`src/rtl/issue_rat_pkg.sv`:
```
// Shared types and constants for the rename free-list controller.
// The PRF space is split into two banks by index parity.
package issue_rat_pkg;

  localparam int PRF_WIDTH  = 6;
  localparam int PRF_COUNT  = 64;
  localparam int BANK_COUNT = 2;

  typedef logic [PRF_WIDTH-1:0] prf_t;

  // Bank 0 holds the even PRFs and bank 1 holds the odd PRFs.
  function automatic logic prf_bank(input prf_t p);
    return p[0];
  endfunction

endpackage

```
`src/rtl/issue_rat_freelist_skid.sv`:
```
// One-entry holding buffer for abandoned PRFs that could not go straight
// into their bank.
// Ports:
//   clk, reset      clock, asynchronous active-low reset
//   capture         load capture_prf into the buffer (wins over drain)
//   capture_prf     PRF to hold
//   drain           the held PRF is being written to its bank this cycle
//   buf_valid       buffer holds a PRF
//   buf_prf         held PRF
module issue_rat_freelist_skid
  import issue_rat_pkg::*;
(
  input  logic clk,
  input  logic reset,
  input  logic capture,
  input  prf_t capture_prf,
  input  logic drain,
  output logic buf_valid,
  output prf_t buf_prf
);

  logic buf_valid_q;
  prf_t buf_q;

  // A capture in the same cycle as a drain refills the buffer, so the
  // valid flag stays set.
  always_ff @(posedge clk or negedge reset) begin
    if (!reset) begin
      buf_valid_q <= 1'b0;
    end else if (capture) begin
      buf_valid_q <= 1'b1;
    end else if (drain) begin
      buf_valid_q <= 1'b0;
    end
  end

  // The data register needs no reset: it is only observed when valid.
  always_ff @(posedge clk) begin
    if (capture) begin
      buf_q <= capture_prf;
    end
  end

  assign buf_valid = buf_valid_q;
  assign buf_prf   = buf_q;

endmodule

```
`src/rtl/issue_rat_freelist_ctrl.sv`:
```
// Two-bank PRF free-list controller. Released PRFs (redeemed at commit,
// abandoned at rollback) are steered to the bank given by their low bit,
// acquires are round-robined across the banks, and the authoritative free
// count (banks plus skid buffer) is kept here.
// Ports:
//   clk, reset                  clock, asynchronous active-low reset
//   i_redeemed_*/o_redeemed_ready   commit release handshake
//   i_abandoned_*/o_abandoned_ready rollback release handshake
//   o_acquire_*/i_acquire_ready     rename allocation handshake
//   o_bank_din/wen/ren          write data/enables and read enables per bank
//   i_bank_dout/empty/full      FWFT head and status per bank
//   o_free_count                free PRFs held
//   o_almost_empty              free count at or below ALMOST_EMPTY_THRESH
module issue_rat_freelist_ctrl #(
  parameter int PRF_WIDTH           = 6,
  parameter int COUNT_WIDTH         = 7,
  parameter int RESET_FREE_COUNT    = 64,
  parameter int ALMOST_EMPTY_THRESH = 4
) (
  input  logic                      clk,
  input  logic                      reset,
  input  logic [PRF_WIDTH-1:0]      i_redeemed_prf,
  input  logic                      i_redeemed_valid,
  output logic                      o_redeemed_ready,
  input  logic [PRF_WIDTH-1:0]      i_abandoned_prf,
  input  logic                      i_abandoned_valid,
  output logic                      o_abandoned_ready,
  output logic [PRF_WIDTH-1:0]      o_acquire_prf,
  output logic                      o_acquire_valid,
  input  logic                      i_acquire_ready,
  output logic [1:0][PRF_WIDTH-1:0] o_bank_din,
  output logic [1:0]                o_bank_wen,
  output logic [1:0]                o_bank_ren,
  input  logic [1:0][PRF_WIDTH-1:0] i_bank_dout,
  input  logic [1:0]                i_bank_empty,
  input  logic [1:0]                i_bank_full,
  output logic [COUNT_WIDTH-1:0]    o_free_count,
  output logic                      o_almost_empty
);

  import issue_rat_pkg::*;

  logic                   r_bank, a_bank, b_bank;
  logic                   r_fire, a_fire, a_direct, a_capture;
  logic                   drain_b;
  logic                   buf_valid;
  prf_t                   buf_prf;
  logic                   rr_q, sel, acq_fire;
  logic [COUNT_WIDTH-1:0] count_q;
  logic [1:0][PRF_WIDTH-1:0] din;
  logic [1:0]             wen, ren;

  // ---- release steering: redeem > skid buffer > abandon input ----
  assign r_bank = prf_bank(i_redeemed_prf);
  assign a_bank = prf_bank(i_abandoned_prf);
  assign b_bank = prf_bank(buf_prf);

  assign o_redeemed_ready = ~i_bank_full[r_bank];
  assign r_fire           = i_redeemed_valid & o_redeemed_ready;

  assign drain_b = buf_valid & ~(r_fire & (r_bank == b_bank)) & ~i_bank_full[b_bank];

  // Abandon readiness depends only on buffer state, never on its own valid.
  assign o_abandoned_ready = ~buf_valid | drain_b;
  assign a_fire            = i_abandoned_valid & o_abandoned_ready;
  // Direct only with an empty buffer, so an abandon never overtakes one held.
  assign a_direct  = a_fire & ~buf_valid & ~(r_fire & (r_bank == a_bank))
                   & ~i_bank_full[a_bank];
  assign a_capture = a_fire & ~a_direct;

  issue_rat_freelist_skid u_skid (
    .clk         (clk),
    .reset       (reset),
    .capture     (a_capture),
    .capture_prf (i_abandoned_prf),
    .drain       (drain_b),
    .buf_valid   (buf_valid),
    .buf_prf     (buf_prf)
  );

  // The three sources are mutually exclusive per bank by construction.
  always_comb begin
    wen = '0;
    din = '0;
    if (r_fire) begin
      wen[r_bank] = 1'b1;
      din[r_bank] = i_redeemed_prf;
    end
    if (drain_b) begin
      wen[b_bank] = 1'b1;
      din[b_bank] = buf_prf;
    end
    if (a_direct) begin
      wen[a_bank] = 1'b1;
      din[a_bank] = i_abandoned_prf;
    end
  end

  // ---- acquire: round-robin with fallback to the non-empty bank ----
  assign sel             = i_bank_empty[rr_q] ? ~rr_q : rr_q;
  assign o_acquire_valid = ~&i_bank_empty;
  assign o_acquire_prf   = i_bank_dout[sel];
  assign acq_fire        = o_acquire_valid & i_acquire_ready;

  always_comb begin
    ren      = '0;
    ren[sel] = acq_fire;
  end

  // Banks reset alongside this block, so no enable may leak out during reset.
  assign o_bank_din = din;
  assign o_bank_wen = wen & {2{reset}};
  assign o_bank_ren = ren & {2{reset}};

  // ---- state: round-robin pointer and free count ----
  // A drain from the buffer is count-neutral: it was counted on capture.
  always_ff @(posedge clk or negedge reset) begin
    if (!reset) begin
      rr_q    <= 1'b0;
      count_q <= COUNT_WIDTH'(RESET_FREE_COUNT);
    end else begin
      if (acq_fire) begin
        rr_q <= ~sel;
      end
      count_q <= count_q + COUNT_WIDTH'(r_fire) + COUNT_WIDTH'(a_fire)
               - COUNT_WIDTH'(acq_fire);
    end
  end

  assign o_free_count   = count_q;
  assign o_almost_empty = (count_q <= COUNT_WIDTH'(ALMOST_EMPTY_THRESH));

  // Underflow would wrap above the reset value, so one bound covers both ends.
  count_in_range: assert property (@(posedge clk) disable iff (!reset)
    count_q <= COUNT_WIDTH'(RESET_FREE_COUNT));

endmodule

```
`config.mk`:
```
export PLATFORM = sky130hd
export DESIGN_NAME = issue_rat_freelist_ctrl
export DESIGN_NICKNAME = d
export VERILOG_FILES = /design/src/rtl/issue_rat_pkg.sv /design/src/rtl/issue_rat_freelist_skid.sv /design/src/rtl/issue_rat_freelist_ctrl.sv
export SDC_FILE = /design/constraint.sdc
export NUM_CORES = 1
export LEC_CHECK = 0
export CAP_MARGIN = 10
export CORE_MARGIN = 2
export CORE_UTILIZATION = 30
export CTS_CLUSTER_SIZE = 25
export DETAILED_ROUTE_END_ITERATION = 12
export PLACE_DENSITY = 0.66
export SLEW_MARGIN = 5
export SYNTH_ARGS = -nofsm -noshare
export SYNTH_HDL_FRONTEND = slang
export SYNTH_SLANG_ARGS = --single-unit
```
`constraint.sdc`:
```
create_clock -name clk -period 2.5 [get_ports clk]
set_input_delay 0.75 -clock clk [delete_from_list [all_inputs] [get_ports clk]]
set_output_delay 0.75 -clock clk [all_outputs]
set_load 0.05 [all_outputs]
```
After elaboration in Yosys (flattened, before gate mapping) --
Cells that the tools add are included.
Storage, ports and cells: register bits 15, bits of input ports 33, output and inout port bits 33
Cells by class: add/subtract/negate cells 3, $lt $le $gt $ge 10, eq/ne operators 2, muxes and demuxes 35, bitwise operators 27, reduce and logical (&&, ||, !) cells 7
Operators by type and width (number):
- $mux W12 | 3
- $mux W6 | 5
- $bwmux W12 | 2
- $demux W6 S1 | 3
- $mux W1 | 15
- $add A7 B1 Y7 | 2
- $and A12 B12 Y12 | 1
- $and A1 B1 Y1 | 11
- $lt A1 B2 Y1 const B | 5
- $not A1 Y1 | 9
- $le A7 B3 Y1 const B | 1
- $sub A7 B1 Y7 | 1
- $and A2 B2 Y2 | 3
- $mux W2 | 3
- $demux W1 S1 | 4
- $ge A1 B1 Y1 const B | 4
- $logic_and A1 B1 Y1 | 4
- $or A2 B2 Y2 | 2
- $eq A1 B1 Y1 | 2
- $reduce_and A2 Y1 | 1
- $reduce_bool A2 Y1 | 1
- $logic_not A1 Y1 | 1
- $or A1 B1 Y1 | 1

Logic depth before layout (Yosys ltp) --
word-level depth 16, depth in mapped cells 11

By module --
A second synthesis with hierarchy kept.
Second synthesis, totals: cells, all modules 133, area, all modules 1280.0 µm²
By module, submodules not included:
- issue_rat_freelist_ctrl | times used 1, cells each 124, area an instance 1063.5 µm², seq. area each 201.4 µm²
- issue_rat_freelist_skid | times used 1, cells each 9, area an instance 216.5 µm², seq. area each 205.2 µm²

Worst setup path after synthesis --
Ideal clock, no wire load.
path kind in2reg, start input i_redeemed_prf[0], end register count_q[6] (netlist: o_free_count[6]), arrival time 3680 ps, data required time 2411 ps, slack -1270 ps, stages 10, buffers on the path 1, path through buf_4 mux2i_1 nand2_1 ha_1 fa_1 fa_1 nand2b_1 a211oi_1 nor4_1 a211oi_1
Between the ends: longest elaborated chain between the ends 12, elaborated cells between the ends (all ways) 14, those cells by class 3 x add/sub; 1 x eq/ne; 2 x mux; 8 x bitwise
Ends and longest elaborated chain:
- start: declaration | RTL line issue_rat_freelist_ctrl.sv:22 | input logic [PRF_WIDTH-1:0] i_redeemed_prf,
- $mux W1 (implied by the code) (*) (2 in a row) | RTL line issue_rat_freelist_ctrl.sv:58 | assign o_redeemed_ready = ~i_bank_full[r_bank];
- $not A1 Y1 (*) | RTL line issue_rat_freelist_ctrl.sv:58
- via o_redeemed_ready | RTL line issue_rat_freelist_ctrl.sv:24 | output logic o_redeemed_ready,
- $and A1 B1 Y1 (*) | RTL line issue_rat_freelist_ctrl.sv:59 | assign r_fire = i_redeemed_valid & o_redeemed_ready;
- $and A1 B1 Y1 | RTL line issue_rat_freelist_ctrl.sv:61 | assign drain_b = buf_valid & ~(r_fire & (r_bank == b_bank)) & ~i_bank_full[b_bank];
- $not A1 Y1 | RTL line issue_rat_freelist_ctrl.sv:61
- $and A1 B1 Y1 (2 in a row) | RTL line issue_rat_freelist_ctrl.sv:61
- $or A1 B1 Y1 | RTL line issue_rat_freelist_ctrl.sv:64 | assign o_abandoned_ready = ~buf_valid | drain_b;
- $and A1 B1 Y1 | RTL line issue_rat_freelist_ctrl.sv:65 | assign a_fire = i_abandoned_valid & o_abandoned_ready;
- $add A7 B1 Y7 (*) | RTL line issue_rat_freelist_ctrl.sv:125 | count_q <= count_q + COUNT_WIDTH'(r_fire) + COUNT_WIDTH'(a_fire)
- $sub A7 B1 Y7 (*) | RTL line issue_rat_freelist_ctrl.sv:126 | - COUNT_WIDTH'(acq_fire);
- end signal: assignment | RTL line issue_rat_freelist_ctrl.sv:120 | count_q <= COUNT_WIDTH'(RESET_FREE_COUNT);
- end signal: assignment | RTL line issue_rat_freelist_ctrl.sv:125
- end: declaration | RTL line issue_rat_freelist_ctrl.sv:49 | logic [COUNT_WIDTH-1:0] count_q;
The timed path passes the listed nets; every way through them passes the cells marked *. The select of a mux whose other input is x is not followed. A chain may end at the register's enable or synchronous reset.

==> results.md <==
Logic synthesis:
- The count of synthesis-stage warnings from yosys is 0.
- After synthesis, the most frequently instantiated cells are 23 x inv_1, 10 x a222oi_1, 10 x nand2_1, 9 x ha_1.
- Summed over its instances, the top area cell type makes up 15.9% of the synthesized netlist area.
- The number of flip-flops and latches in the synthesized netlist is 15.
- The average cell area after synthesis is 9.61 um^2.
- Summing every instance area after synthesis gives 1260 um^2.
- The most common cell in the netlist is inv_1.
- The fraction of the yosys area taken by sequential cells is 32.3%.
- Counting flops with a built-in enable in the synthesized netlist gives 6.
- The post-synthesis async set-or-reset flop share is 60.0%.
- The gate count of the mapped netlist is 131.
- For this run, the leading register cell type out of synthesis is dfrtp_1.
- By area the synthesized netlist is led by dfrtp_1 16%, edfxtp_1 14%, ha_1 8.9%.
- Counting every net in the synthesized netlist gives 175.
- The synthesized netlist contains 41 unique library cells.
- Summed over all instances, the cell type with the most area after synthesis is dfrtp_1.

Power:
- The share of total power in combinational logic is 75.0%.
- The clock network fraction of design power is 8.0%.
- The net switching power is 1.17 mW.
- Internal power comes to 1.30 mW.
- The analysis attributes to cell leakage a power of 1.24 nW.
- Across the VDD grid, the largest voltage drop is 720 uV.
- The switching share of total power is 47.4%.
- In this run, flip-flops and latches consume 17.0% of the power.
- For this design the ratio of total power to cell area is 929 nW/um^2.

Floorplanning:
- In this run the count of I/O pins placed on the die edge is 66.
- The initialized floorplan defines 23 standard-cell rows.
- Once the floorplan was initialized, standard cells occupied 31.2% of the core.
- The core region is 4030 um^2.
- From left edge to right edge, the die measures 68.8 um.
- The die outline area is 4730 um^2.
- In this run the vertical extent of the chip is 68.8 um.

Detailed routing:
- The via total after detailed routing is 1,440.
- The total iterations of the first detailed-routing run is 5.
- Using the TritonRoute via totals, the vias-per-cell ratio works out to 5.05.
- The remaining antenna violation count is 0.
- The aggregate routed wire length is 4380 um.
- The DRC violation count after routing is 0.
- The wire length per cell is 15.4 um.
- The first routing iteration left 125 violations.

Worst setup path:
- The maximum cell stage delay along the critical path is 420 ps.
- The worst setup path is captured at an output pin.
- The critical path data arrival time is 2000 ps.
- The launching element of the worst setup path is i_redeemed_valid.
- Of all nets on the critical path, the largest fanout is 6.
- In this run the critical register-to-register path is launched from u_skid.buf_prf[0].
- Walking the worst path, the cells encountered are buf_6, buf_6, nor2b_4, and2b_2, a222oi_1, inv_2, buf_12.
- The critical path in this run is classified as in -> out.
- The slowest cell on the critical path is a222oi_1.
- Counting stages on the worst path, the most repeated cell is buf_6.
- Data on the critical path is required at its endpoint by 1750 ps.
- The reg-to-reg setup timing slack is -130 ps.
- The sort of element at the start of the critical path is an input pin.

STA:
- The worst slew margin relative to its limit is 60.3%.
- The total negative slack is -2750 ps.
- The worst setup skew after layout is 0.805 ps.
- The routed design could run at a clock period as short as 2750 ps.
- Based on the critical path, the design can be clocked at up to 0.363 GHz.
- The final setup violation count is 15.
- For the pin with the worst max-slew slack, the measured transition is 595 ps.
- The final-report max-slew violation count is 0.
- Across all setup checks in the final design, the least slack found is -252 ps.
- Setup repair after global routing could not meet its margin everywhere.
- Dividing the final minimum period by the clock period gives 110%.
- The count of endpoints failing hold in the final timing report is 0.
- The hold slack is 483 ps.

Placement:
- Routability-driven placement finished with a final weighted congestion of 0.780.
- Once placement finished, the instance area stood at 2260 um^2.
- In this run, placement finished with an instance count of 266.
- The worst setup slack after placement is -974 ps.
- The number of port buffers is 64.
- The HPWL reported at the end of detailed placement is 3160 um.

Layout:
- The non-filler instance count after layout is 285.
- Compared with the post-synthesis result, the final layout area differs by 111%.
- After the last flow step, the layout net total stands at 280.
- The fraction of final layout cells with drive strength greater than 1 is 49.8%.
- The finished cells cover 2660 um^2.
- The repair_antennas step left the layout with diodes totalling 0.
- The filler cells instantiated in the layout total 301.

CTS:
- The CTS tree is yes.
- The clock net in this run drives a total of 15 sinks.
- The worst-case clock buffer depth is 2.
- The post-CTS clock slew at the launch and capture registers of the worst setup and hold paths is 60 ps.
- For the worst-skew pair, the clock arrives at the later sink with an insertion delay of 250 ps.
- The count of hold-fix buffers inserted at cts is 0.
- The cell sitting at the root of the clock tree is a clkbuf_8.
- The number of H-tree branching levels is 1.
- The number of buffers added by the clock tree synthesis step is 3.

Global route:
- The number of global-route vias before repair came to 1,383.
- The total overflow left after global routing is 0.
- The wire length of the first global-routing pass is 6730 um.
- Entering global routing, the biggest net connects 10 pins.
- The initial antenna violation count is 0.
- Global routing used 19.2% of the available tracks across all layers.

Run:
- The tool flagged a number of max-cap violations equal to 0.

Worst hold path:
- The tightest min-delay check is of the in -> async type.

Status:
- The checks that failed: setup timing.
- The flow ran to the end, but the final reports show violations.
==> power groups by stage <==
stage          clock, mW  combinational, mW  sequential [mW]
4_1_cts            0.204               1.74            0.415
2_1_floorplan          0              0.858            0.615
3_3_place_gp           0               1.53            0.415
5_1_grt            0.214               1.97            0.430
6_report           0.199               1.85            0.418
3_5_place_dp           0               1.57            0.418
==> path summary, 6_finish.rpt <==
check	end	depth (start not counted)
min	u_skid.buf_valid	1
max in group asynchronous	o_free_count[6]	2
max reg2reg	o_free_count[6]	10
min reg2reg	rr_q	1
max	o_bank_din[3]	7
min in group clk	rr_q	1
==> cell families (layout without fill, tap and decap cells) <==
| kind of cell | Yosys count | count (layout) | synth area share (%) |
|---|---|---|---|
| AOI/OAI and AO/OA | 30 | 30 | 19.7 |
| xor gates and xnor gates | 4 | 4 | 2.78 |
| adders and majority gates | 11 | 11 | 12.1 |
| buffers and inverters | 26 | 130 | 8.95 |
| DFF | 15 | 15 | 32.3 |
| muxes | 8 | 8 | 7.06 |
| other | 1 | 1 | 0.298 |
| and+or+nand+nor | 36 | 36 | 16.8 |
==> metal layers <==
layer	up-vias	global-route usage, %	part of all wire, %
li1	689	-	-
met1	678	21.9	40
met2	64	36.3	51
met3	9	1.30	5.9
met4	0	8.33	2.4
met5	-	0	0
==> repair_timing <==
item | CTS | global route
resized for setup | 81 | 13
endpoints found under the setup margin | 29 | 23
pin swaps | 24 | 14
buffers inserted | 10 | 6
==> sequential cells by signal (all words and copies together) (netlist names) <==
name / cells
o_free_count: 7
rr_q: 1
u_skid.buf_prf: 6
u_skid.buf_valid: 1
==> cells in the final DEF, fill, tap and decap left out, types with 3 or more instances in the layout <==
| master | netlist | final |
|---|---|---|
| clkdlybuf4s50_1 | 0 | 29 |
| buf_4 | 2 | 28 |
| buf_6 | 1 | 18 |
| inv_1 | 23 | 17 |
| buf_12 | 0 | 13 |
| a222oi_1 | 10 | 10 |
| ha_1 | 9 | 8 |
| buf_8 | 0 | 8 |
| dfrtp_1 | 8 | 8 |
| nor2_1 | 8 | 7 |
| inv_2 | 0 | 6 |
| mux2_4 | 0 | 6 |
| edfxtp_1 | 6 | 6 |
| nand2_1 | 10 | 5 |
| a221o_1 | 3 | 3 |
| nand2_2 | 0 | 3 |
| clkbuf_8 | 0 | 3 |
| buf_2 | 0 | 3 |
==> final cells by class <==
class | count | area [um^2] | area share [%]
Timing Repair Buffer | 103 | 1140 | 42.8
Multi-Input combinational cell | 90 | 918 | 34.6
Sequential cell | 15 | 407 | 15.3
Inverter | 23 | 86.3 | 3.25
Tap cell | 50 | 62.6 | 2.36
Clock buffer | 3 | 41.3 | 1.55
Clock inverter | 1 | 5.00 | 0.188
==> worst max-delay path: cells and delay by family <==
family / cells / cell delay, ps
buf+inv: 4 / 460
compound gates: 1 / 420
simple gates: 2 / 370
==> per-stage QoR <==
stage	utilization (%)	power, mW
floorplan	-	1.47
global placement	56.1	1.95
detailed placement	56.1	1.99
CTS	63.7	2.36
global route	65.9	2.61
finish	65.9	2.47
No activity file was read; power rests on OpenSTA's default activity.
